==> src/rtl/axi4_write_downsizer.sv <==
// AXI4 write-path width converter: one 128-bit INCR burst at a time is re-issued on a
// 64-bit master port with doubled length, each wide beat split low half first.
module axi4_write_downsizer #(
    parameter int C_S_AXI_ID_WIDTH   = 4,
    parameter int C_S_AXI_ADDR_WIDTH = 32,
    parameter int C_S_AXI_DATA_WIDTH = 128,
    parameter int C_M_AXI_DATA_WIDTH = 64
) (
    input  logic                            ACLK,
    input  logic                            ARESETN,

    input  logic [C_S_AXI_ID_WIDTH-1:0]     S_AXI_AWID,
    input  logic [C_S_AXI_ADDR_WIDTH-1:0]   S_AXI_AWADDR,
    input  logic [7:0]                      S_AXI_AWLEN,
    input  logic [2:0]                      S_AXI_AWSIZE,
    input  logic [1:0]                      S_AXI_AWBURST,
    input  logic                            S_AXI_AWLOCK,
    input  logic [3:0]                      S_AXI_AWCACHE,
    input  logic [2:0]                      S_AXI_AWPROT,
    input  logic [3:0]                      S_AXI_AWQOS,
    input  logic                            S_AXI_AWVALID,
    output logic                            S_AXI_AWREADY,
    input  logic [C_S_AXI_DATA_WIDTH-1:0]   S_AXI_WDATA,
    input  logic [C_S_AXI_DATA_WIDTH/8-1:0] S_AXI_WSTRB,
    input  logic                            S_AXI_WLAST,
    input  logic                            S_AXI_WVALID,
    output logic                            S_AXI_WREADY,
    output logic [C_S_AXI_ID_WIDTH-1:0]     S_AXI_BID,
    output logic [1:0]                      S_AXI_BRESP,
    output logic                            S_AXI_BVALID,
    input  logic                            S_AXI_BREADY,

    output logic [C_S_AXI_ID_WIDTH-1:0]     M_AXI_AWID,
    output logic [C_S_AXI_ADDR_WIDTH-1:0]   M_AXI_AWADDR,
    output logic [7:0]                      M_AXI_AWLEN,
    output logic [2:0]                      M_AXI_AWSIZE,
    output logic [1:0]                      M_AXI_AWBURST,
    output logic                            M_AXI_AWLOCK,
    output logic [3:0]                      M_AXI_AWCACHE,
    output logic [2:0]                      M_AXI_AWPROT,
    output logic [3:0]                      M_AXI_AWQOS,
    output logic                            M_AXI_AWVALID,
    input  logic                            M_AXI_AWREADY,
    output logic [C_M_AXI_DATA_WIDTH-1:0]   M_AXI_WDATA,
    output logic [C_M_AXI_DATA_WIDTH/8-1:0] M_AXI_WSTRB,
    output logic                            M_AXI_WLAST,
    output logic                            M_AXI_WVALID,
    input  logic                            M_AXI_WREADY,
    input  logic [C_S_AXI_ID_WIDTH-1:0]     M_AXI_BID,
    input  logic [1:0]                      M_AXI_BRESP,
    input  logic                            M_AXI_BVALID,
    output logic                            M_AXI_BREADY
);

    localparam int MW = C_M_AXI_DATA_WIDTH;
    localparam int MS = C_M_AXI_DATA_WIDTH / 8;

    typedef enum logic [2:0] {IDLE, ADDR, DATA, RESP, DRAIN, ERESP} state_t;

    state_t state, state_nxt;

    logic                            rst_done;
    logic [C_S_AXI_ID_WIDTH-1:0]     aw_id_q;
    logic [C_S_AXI_ADDR_WIDTH-1:0]   aw_addr_q;
    logic [7:0]                      aw_len_q;
    logic [2:0]                      aw_size_q;
    logic [1:0]                      aw_burst_q;
    logic                            aw_lock_q;
    logic [3:0]                      aw_cache_q;
    logic [2:0]                      aw_prot_q;
    logic [3:0]                      aw_qos_q;

    logic [C_S_AXI_DATA_WIDTH-1:0]   wdata_q;
    logic [C_S_AXI_DATA_WIDTH/8-1:0] wstrb_q;
    logic                            wlast_q;
    logic                            full_q;
    logic                            half_q;

    logic aw_hs, w_load, mw_hs, burst_ok;

    assign aw_hs    = S_AXI_AWVALID && S_AXI_AWREADY;
    assign w_load   = S_AXI_WVALID && S_AXI_WREADY && (state == DATA);
    assign mw_hs    = M_AXI_WVALID && M_AXI_WREADY;
    assign burst_ok = (S_AXI_AWSIZE == 3'd4) && (S_AXI_AWBURST == 2'b01) &&
                      (S_AXI_AWADDR[3:0] == 4'd0) && !S_AXI_AWLEN[7];

    // AWREADY is held low for the first cycle out of reset so it reads 0 during reset
    always_ff @(posedge ACLK or negedge ARESETN) begin
        if (!ARESETN) begin
            state    <= IDLE;
            rst_done <= 1'b0;
        end else begin
            state    <= state_nxt;
            rst_done <= 1'b1;
        end
    end

    always_comb begin
        state_nxt     = state;
        S_AXI_AWREADY = 1'b0;
        S_AXI_WREADY  = 1'b0;
        S_AXI_BVALID  = 1'b0;
        S_AXI_BID     = aw_id_q;
        S_AXI_BRESP   = 2'b00;
        M_AXI_AWVALID = 1'b0;
        M_AXI_WVALID  = 1'b0;
        M_AXI_BREADY  = 1'b0;
        case (state)
            IDLE: begin
                S_AXI_AWREADY = rst_done;
                if (S_AXI_AWVALID && rst_done)
                    state_nxt = burst_ok ? ADDR : DRAIN;
            end
            ADDR: begin
                M_AXI_AWVALID = 1'b1;
                if (M_AXI_AWREADY)
                    state_nxt = DATA;
            end
            DATA: begin
                S_AXI_WREADY = !full_q;
                M_AXI_WVALID = full_q;
                if (full_q && half_q && wlast_q && M_AXI_WREADY)
                    state_nxt = RESP;
            end
            RESP: begin
                S_AXI_BVALID = M_AXI_BVALID;
                M_AXI_BREADY = S_AXI_BREADY;
                S_AXI_BID    = M_AXI_BID;
                S_AXI_BRESP  = M_AXI_BRESP;
                if (M_AXI_BVALID && S_AXI_BREADY)
                    state_nxt = IDLE;
            end
            DRAIN: begin
                S_AXI_WREADY = 1'b1;
                if (S_AXI_WVALID && S_AXI_WLAST)
                    state_nxt = ERESP;
            end
            ERESP: begin
                S_AXI_BVALID = 1'b1;
                S_AXI_BRESP  = 2'b10;
                if (S_AXI_BREADY)
                    state_nxt = IDLE;
            end
            default: state_nxt = IDLE;
        endcase
    end

    always_ff @(posedge ACLK or negedge ARESETN) begin
        if (!ARESETN) begin
            aw_id_q    <= '0;
            aw_addr_q  <= '0;
            aw_len_q   <= '0;
            aw_size_q  <= '0;
            aw_burst_q <= '0;
            aw_lock_q  <= 1'b0;
            aw_cache_q <= '0;
            aw_prot_q  <= '0;
            aw_qos_q   <= '0;
        end else if (aw_hs) begin
            aw_id_q    <= S_AXI_AWID;
            aw_addr_q  <= S_AXI_AWADDR;
            aw_len_q   <= {S_AXI_AWLEN[6:0], 1'b1};
            aw_size_q  <= 3'd3;
            aw_burst_q <= 2'b01;
            aw_lock_q  <= S_AXI_AWLOCK;
            aw_cache_q <= S_AXI_AWCACHE;
            aw_prot_q  <= S_AXI_AWPROT;
            aw_qos_q   <= S_AXI_AWQOS;
        end
    end

    // Wide beat buffer: load only when empty, so S_WREADY never depends on M_WREADY
    always_ff @(posedge ACLK or negedge ARESETN) begin
        if (!ARESETN) begin
            wdata_q <= '0;
            wstrb_q <= '0;
            wlast_q <= 1'b0;
            full_q  <= 1'b0;
            half_q  <= 1'b0;
        end else if (w_load) begin
            wdata_q <= S_AXI_WDATA;
            wstrb_q <= S_AXI_WSTRB;
            wlast_q <= S_AXI_WLAST;
            full_q  <= 1'b1;
            half_q  <= 1'b0;
        end else if (mw_hs) begin
            if (half_q) begin
                full_q <= 1'b0;
                half_q <= 1'b0;
            end else begin
                half_q <= 1'b1;
            end
        end
    end

    assign M_AXI_AWID    = aw_id_q;
    assign M_AXI_AWADDR  = aw_addr_q;
    assign M_AXI_AWLEN   = aw_len_q;
    assign M_AXI_AWSIZE  = aw_size_q;
    assign M_AXI_AWBURST = aw_burst_q;
    assign M_AXI_AWLOCK  = aw_lock_q;
    assign M_AXI_AWCACHE = aw_cache_q;
    assign M_AXI_AWPROT  = aw_prot_q;
    assign M_AXI_AWQOS   = aw_qos_q;

    assign M_AXI_WDATA   = half_q ? wdata_q[2*MW-1:MW] : wdata_q[MW-1:0];
    assign M_AXI_WSTRB   = half_q ? wstrb_q[2*MS-1:MS] : wstrb_q[MS-1:0];
    assign M_AXI_WLAST   = wlast_q && half_q;

endmodule

==> config.mk <==
export PLATFORM = sky130hd
export DESIGN_NAME = axi4_write_downsizer
export DESIGN_NICKNAME = d
export VERILOG_FILES = /design/src/rtl/axi4_write_downsizer.sv
export SDC_FILE = /design/constraint.sdc
export NUM_CORES = 1
export LEC_CHECK = 0
export CAP_MARGIN = 15
export CELL_PAD_IN_SITES_DETAIL_PLACEMENT = 2
export CELL_PAD_IN_SITES_GLOBAL_PLACEMENT = 2
export CORE_MARGIN = 3
export CORE_UTILIZATION = 29
export CTS_BUF_LIST = sky130_fd_sc_hd__clkbuf_4 sky130_fd_sc_hd__clkbuf_8
export CTS_CLUSTER_DIAMETER = 150
export DETAILED_ROUTE_END_ITERATION = 10
export GPL_ROUTABILITY_DRIVEN = 0
export PLACE_DENSITY_LB_ADDON = 0.12
export SLEW_MARGIN = 10
export SYNTH_ARGS = -nofsm -noshare
export SYNTH_HDL_FRONTEND = slang
export SYNTH_SLANG_ARGS = --single-unit
==> constraint.sdc <==
create_clock -name ACLK -period 2.2 [get_ports ACLK]
set_clock_uncertainty 0.2 [all_clocks]
set_input_delay 0.44 -clock ACLK [delete_from_list [all_inputs] [get_ports ACLK]]
set_output_delay 0.44 -clock ACLK [all_outputs]
set_load 0.02 [all_outputs]
After elaboration in Yosys (flattened, before gate mapping)
Cells that the tools add are included.
{ "totals": {"word_cells": 75, "output_inout_bits": 146, "regBits": 209, "latchBits": 0, "input_bits": 220, "mem_bits_rw": 0, "romBits": 0, "memories": 0} }
{ "op_classes": {"n_eq_ne": 13, "n_shift": 0, "n_bitwise": 0, "order_cmp": 0, "add_sub_neg": 0, "reduce_logical": 22, "div_mod_pow": 0, "mux": 24, "mul": 0} }
{ "op_table": {"columns": ["operator", "count"], "rows": [
  ["$mux 64", 1],
  ["$mux 3", 7],
  ["$pmux 3 s6", 1],
  ["$logic_and 1x1->1", 14],
  ["$mux 1", 10],
  ["$ne 2x2->1 const B", 5],
  ["$eq 3x3->1 const B", 3],
  ["$mux 8", 1],
  ["$eq 3x2->1 const B", 2],
  ["$reduce_and 6->1", 1],
  ["$logic_not 4->1", 1],
  ["$mux 4", 1],
  ["$pmux 1 s2", 2],
  ["$pmux 2 s2", 1],
  ["$reduce_bool 2->1", 2],
  ["$eq 3x1->1 const B", 1],
  ["$logic_not 3->1", 1],
  ["$eq 2x1->1 const B", 1],
  ["$logic_not 1->1", 2],
  ["$ne 2x1->1 const B", 1],
  ["$reduce_and 2->1", 1]
]} }

Depth between registers and ports, before layout
Gate-level depths: netlist of run 1.
{ "depth": {"word_depth": 7, "depth_mapped": 6, "mapped_depth_nobuf": 4} }

Worst setup path before layout of run 1
Ideal clock, no wire load.
{ "synth_path": {"path_type": "register to output", "start": "register half_q", "end": "output port M_AXI_WDATA[33]", "arrival_ns": 1.441, "setup_slack_ns": 0.119, "n_path_buf": 3, "stages_incl_launch_ff": 5, "path_cell_list": "dfrtp_1 clkbuf_1 clkbuf_1 buf_2 mux2_2"} }
{ "synth_via": {"elab_chain_cells": 1} }
{ "synth_rtl": {"columns": ["item", "line_no", "rtl"], "rows": [
  ["start, declared", "77", "logic half_q;"],
  ["start signal, assigned", "179", "half_q <= 1'b0;"],
  ["start signal, assigned", "185", "half_q <= 1'b0;"],
  ["start signal, assigned", "189", "half_q <= 1'b0;"],
  ["$mux 64", "206", "assign M_AXI_WDATA = half_q ? wdata_q[2*MW-1:MW] : wdata_q[MW-1:0];"],
  ["end, declared", "44", "output logic [C_M_AXI_DATA_WIDTH-1:0] M_AXI_WDATA,"]
]} }
Every way passes these cells.

Final worst setup path of run 1
{ "layout_path": {"start": "register state[2]", "end": "output port S_AXI_BID[1]"} }
{ "layout_via": {"elab_chain_cells": 2} }
{ "layout_rtl": {"columns": ["item", "line_no", "rtl"], "rows": [
  ["start, declared", "60", "state_t state, state_nxt;"],
  ["start signal, assigned", "93", "state <= state_nxt;"],
  ["$eq 3x2->1", "108", "case (state)"],
  ["$mux 4", "108", null],
  ["end, declared", "28", "output logic [C_S_AXI_ID_WIDTH-1:0] S_AXI_BID,"]
]} }
Every way passes these cells.

==> run summary, run 1 <==
First-pass GRT wire length -> 47100 um
Placement row count -> 63
PD cells -> 1280 mW/mm2
Clock transition at path regs -> 0.06 ns
Fin crit period -> 2.54 ns
IO Count -> 366
DIE WIDTH -> 181 um
Status -> complete, but fails checks
Max Fanout on Critical Path -> 7
Die Area -> 0.0328 mm2
DR DRC count -> 0
Starting Density -> 29.7%
Core area -> 0.0299 mm2
#FFs+latches synth -> 207
HPWL Detailed -> 23100 um
TritonCTS Buffers -> 39
Async S/R FF share, synth -> 100%
Total power -> 20.1 mW
Post-Syn Area -> 0.00888 mm2
Yosys warns -> 0
EDFF count, synth -> 0
Sw Share -> 34.6%
Internal power -> 13.1 mW
Iteration-0 DRC Markers -> 166
Final setup fails -> 284
P_sw -> 6.94 mW
Total Wirelength -> 35600 um
Fin area -> 0.0156 mm2
Slowest Stage Delay on Critical Path -> 0.43 ns
Routed Antenna Nets -> 0
Failing checks -> negative setup slack
Tot GR Track Use -> 18.3%
Nets -> 1275
WS Path Type -> flip-flop to output pin
GRT overflow -> 0
WHS -> 0.267 ns
Chip Height -> 181 um
# port buffers -> 363
Leakage -> 7.38 nW
HP Class -> input port to asynchronous set/reset pin
FMAX -> 394 MHz
CP max stage cell -> dfrtp_1
Rel. slew slack -> 64.7%
Vias per cell -> 4.67
Crit start category -> flip-flop
Final design utilization -> 52.4%
Most frequent cell after synthesis -> mux2_2
Cells after synthesis -> 577
Sequential share of power -> 32.7%
RSZ-0062 raised after global routing -> true
Place WS -> -0.338 ns
Slew at the pin closest to its max-slew limit -> 0.530 ns
Prevailing post-synth register cell -> dfrtp_1
Syn Area/Cell -> 15.4 um2
Initial antenna violation count -> 6
Vias in the first global route -> 7913
Worst EP required -> 1.56 ns
CP top delay family -> flip-flops
Crit path cell chain -> and3b_1, buf_6, buf_6, mux2_4, buf_6
Root Buffer -> clkbuf_8
Final WS setup -> -0.336 ns
Synth top area share -> 58.3%
Area grow syn2layout -> 76.2%
WL/cell -> 24.2 um
Max_cap viols -> 0
Worst VDD drop -> 0.617 mV
Clock Tree Buf Depth -> 3
Hold Vio Cnt, Final -> 0
Post-synth top area cell -> dfrtp_1
CP Capture Type -> output pin
DP Area -> 0.0134 mm2
Vias -> 6860
Top cells by area, synth -> dfrtp_1 (58%), mux2_2 (34%), buf_2 (0.96%), mux2_1 (0.89%), buf_4 (0.76%)
Crit share post-route -> 115%
Seq/Total Area, Yosys -> 58.3%
Comb pwr share -> 48.9%
Clk sinks -> 207
CTS tree -> done
Drt pass-1 iters -> 4
Number of H-tree levels -> 2
Crit-path most repeated cell -> buf_6
Clock power share -> 18.4%
Synth cell count leaders -> mux2_2 (269), dfrtp_1 (207), buf_2 (17), nand2_1 (10), buf_4 (9)
Max-slew violations -> 0
Worst skew pair latency -> 0.53 ns
Synth unique cells -> 39
Share of cells above drive strength 1 -> 51.9%
WP buf/inv -> 3
Pin count of the biggest net entering global routing -> 55
Critical path arrival -> 1.90 ns
[timing repair]
action                                  CTS  global route
endpoints found under the setup margin  210           312
buffers inserted                          9            34
hold buffers                              1             0
pin swaps                                 7            10
endpoints found under the hold margin    45             0
cloned                                    0            19
gates resized for setup                 328           348
[logic make-up after synthesis]
| group | synth area share (%) |
|---|---|
| compound gates | 1.41 |
| buf+inv | 2.86 |
| flops | 58.3 |
| mux | 35.1 |
| other cells | 0.0846 |
| simple gates | 2.23 |
[layer usage]
| metal | global-route usage [%] | vias to the layer above | part of all wire, % |
|---|---|---|---|
| met4 | 5.06 | 8 | 1.5 |
| met5 | 0 | - | 0.14 |
| met3 | 7.41 | 48 | 7.5 |
| met2 | 32.4 | 270 | 53 |
| li1 | - | 3009 | - |
| met1 | 20.3 | 3525 | 38 |
[power by group through the flow]
stage               clock network (mW)  registers [mW]  logic, mW
floorplan                            0            6.77       3.81
global placement                     0            6.29       8.17
detailed placement                   0            6.49       8.40
CTS                               3.81            6.45       8.26
global route                      4.02            6.79       10.3
finish                            3.69            6.56       9.80
[sequential cells by signal (all words and copies together), names as in the netlist]
register       cells
wstrb_q           16
M_AXI_AWLOCK       1
M_AXI_AWID         4
wlast_q            1
M_AXI_AWCACHE      4
M_AXI_AWPROT       3
full_q             1
M_AXI_AWLEN        8
M_AXI_AWQOS        4
wdata_q          128
M_AXI_AWADDR      32
half_q             1
state              3
rst_done           1
[cell usage in the layout (no fill, tap or decap), types with 2 or more instances in the layout]
master,n
clkinv_2,5
buf_6,49
mux2_4,168
clkbuf_8,46
dfrtp_1,206
buf_8,14
dlymetal6s2s_1,14
mux2_2,108
nand2_1,6
buf_4,64
buf_2,25
clkdlybuf4s50_1,263
clkbuf_2,9
conb_1,3
or2_2,2
buf_12,19
nand2_4,3
clkinvlp_4,3
a21boi_2,2
clkbuf_4,10
clkbuf_16,15
a21oi_1,6
diode_2,3
and2_4,4
nor2_4,2
[metrics by stage]
step,setup TNS (ns),std cells
floorplan,0,578
global placement,-4.21,1344
finish,-59.27,1470
global route,-78.42,1469
detailed placement,-8.19,1344
CTS,-40.90,1416
[final cells by class]
cell class / count / area [um2]
clock buffers: 55 / 694
diodes: 3 / 7.51
multi-input cells: 330 / 4180
well taps: 390 / 488
inverters: 1 / 3.75
fillers: 2757 / 14200
repair buffers: 476 / 5040
clock inverters: 8 / 47.5
flip-flops and latches: 207 / 5180
[path summary, 6_finish.rpt]
check,from,end,slack (ns),depth (start not counted)
setup / recovery,state[2],S_AXI_BID[1],-0.34,5
hold / removal,ARESETN,wdata_q[49],0.27,2
setup reg to reg,state[2],wdata_q[30],-0.31,11
hold reg to reg,wdata_q[13],wdata_q[13],0.30,1
max in group asynchronous,ARESETN,half_q,0.88,3
min in group ACLK,wdata_q[13],wdata_q[13],0.30,1
Note: power is estimated with default switching activity, not from simulation.
==> run 2, diff against run 1 <==
CELL_PAD_IN_SITES_DETAIL_PLACEMENT = 1   (was 2)
CELL_PAD_IN_SITES_GLOBAL_PLACEMENT = 1   (was 2)
CORE_UTILIZATION = 32   (was 29)
RECOVER_POWER = 50   (was unset)
clock period = 2.3 ns   (was 2.2 ns; I/O delays follow)
==> run summary, run 2 (synthesis results as in run 1) <==
DIE WIDTH -> 173 um
Die Area -> 0.0298 mm2
Diode count -> 0
Root Buffer -> clkbuf_8
Tot GR Track Use -> 18.7%
IO Count -> 366
Crit path cell chain -> buf_8, buf_8, mux2_4, buf_6
Critical path arrival -> 1.80 ns
Worst EP required -> 1.64 ns
Leakage -> 7.00 nW
Final WS setup -> -0.162 ns
CP top delay family -> flip-flops
DP Area -> 0.0132 mm2
Crit share post-route -> 107%
Chip Height -> 173 um
CTS tree -> done
Number of H-tree levels -> 2
Vias per cell -> 4.69
Max_cap viols -> 0
# port buffers -> 363
Failing checks -> negative setup slack
Sw Share -> 33.6%
Fin crit period -> 2.46 ns
CP max stage cell -> dfrtp_4
Max-slew violations -> 0
DR DRC count -> 0
Vias in the first global route -> 7731
Clock power share -> 19.2%
WS Path Type -> flip-flop to output pin
Clk sinks -> 207
Depth of the worst hold-timing path -> 1
Crit start category -> flip-flop
Slew at the pin closest to its max-slew limit -> 1.47 ns
Core area -> 0.0271 mm2
Comb pwr share -> 48.0%
Hold Crit Start -> wdata_q[124]
WL/cell -> 22.3 um
Most frequent cells in the layout -> clkdlybuf4s50_1 (276), dfrtp_1 (206), mux2_2 (171), mux2_4 (102), buf_6 (83)
Vias -> 6652
Largest register by flop count -> wdata_q
Total stage count of the critical path -> 4
Rel. slew slack -> 2.31%
Worst skew pair latency -> 0.51 ns
First-pass GRT wire length -> 44300 um
FMAX -> 406 MHz
Crit-path most repeated cell -> buf_8
Status -> complete, but fails checks
Routed Antenna Nets -> 0
Hold Vio Cnt, Final -> 0
Fin area -> 0.0151 mm2
TritonCTS Buffers -> 38
Area grow syn2layout -> 70.5%
Number of flip-flops in the largest register -> 128
Final setup fails -> 132
CP Capture Type -> output pin
Share of cells above drive strength 1 -> 49.8%
Sequential share of power -> 32.8%
Critical Path Source -> half_q
PD cells -> 1250 mW/mm2
Drt pass-1 iters -> 4
Max Fanout on Critical Path -> 8
Clock Tree Buf Depth -> 3
HP Class -> flip-flop to flip-flop
Internal power -> 12.5 mW
Commonest non-fill, non-tap cell in the layout -> clkdlybuf4s50_1
Nets -> 1241
WP buf/inv -> 3
RSZ-0062 raised after global routing -> true
Total power -> 18.9 mW
Clock transition at path regs -> 0.06 ns
Initial antenna violation count -> 1
Total Wirelength -> 31600 um
P_sw -> 6.34 mW
RR Startpoint -> state[2]
Worst-case reg-to-reg path depth -> 10
Slowest Stage Delay on Critical Path -> 0.53 ns
Final design utilization -> 55.9%
HPWL Detailed -> 21100 um
Worst VDD drop -> 0.726 mV
Placement row count -> 60
Starting Density -> 32.8%
Iteration-0 DRC Markers -> 163
GRT overflow -> 0
Pin count of the biggest net entering global routing -> 59
[run 2: cell type report]
class	instances	area, um2
Clock buffer	56	708
Clock inverter	9	72.6
Fill cell	2583	12000
Inverter	1	3.75
Multi-Input combinational cell	330	3910
Sequential cell	207	5180
Tap cell	372	465
Timing Repair Buffer	443	4800
[run 2: worst reg2reg max path, delay by kind of cell (launching register included)]
family                 cells  cell delay [ns]
buffers and inverters      6             0.89
and+or+nand+nor            3             0.41
DFF                        1             0.41
muxes                      1             0.32
[run 2: final timing paths]
| kind | endpoint | slack [ns] |
|---|---|---|
| setup / recovery | M_AXI_WDATA[22] | -0.16 |
| setup reg to reg | wdata_q[104] | -0.05 |
| min in group asynchronous | wdata_q[111] | 0.62 |
| hold reg to reg | wdata_q[124] | 0.29 |
| max in group asynchronous | half_q | 0.18 |
| hold / removal | wdata_q[124] | 0.29 |
[run 2: power by group through the flow]
stage | Clock [mW] | Sequential, mW | Combinational (mW)
final | 3.62 | 6.18 | 9.06
after detailed placement | 0 | 6.17 | 7.87
after global placement | 0 | 6.01 | 7.72
after floorplan | 0 | 6.47 | 3.64
after CTS | 3.75 | 6.13 | 8.07
after global routing | 3.93 | 6.38 | 9.56
[run 2: per-stage QoR]
step / setup TNS, ns / instances / setup slack [ns] / hold slack [ns]
2_1_floorplan: 0 / 578 / 0.199 / -0.0356
3_3_place_gp: -2.23 / 1315 / -0.205 / 0.263
3_5_place_dp: -2.39 / 1315 / -0.209 / 0.278
4_1_cts: -14.08 / 1392 / -0.237 / 0.285
5_1_grt: -26.68 / 1418 / -0.226 / 0.314
6_report: -10.63 / 1418 / -0.162 / 0.291
[run 2: layer usage]
| metal | GRT usage [%] | share of wire (%) |
|---|---|---|
| met1 | 20.5 | 38 |
| met2 | 33.9 | 51 |
| met3 | 7.31 | 8.8 |
| met4 | 4.46 | 1.6 |
| met5 | 0 | 0.028 |
[run 2: repair_timing]
action                                 in CTS  in global routing
pin swaps                                   2                 10
endpoints found under the hold margin      51                  0
resized for setup                         469                187
cloned                                      2                 15
hold buffers                                1                  0
setup buffers                               9                 14
setup endpoints to repair                  85                224
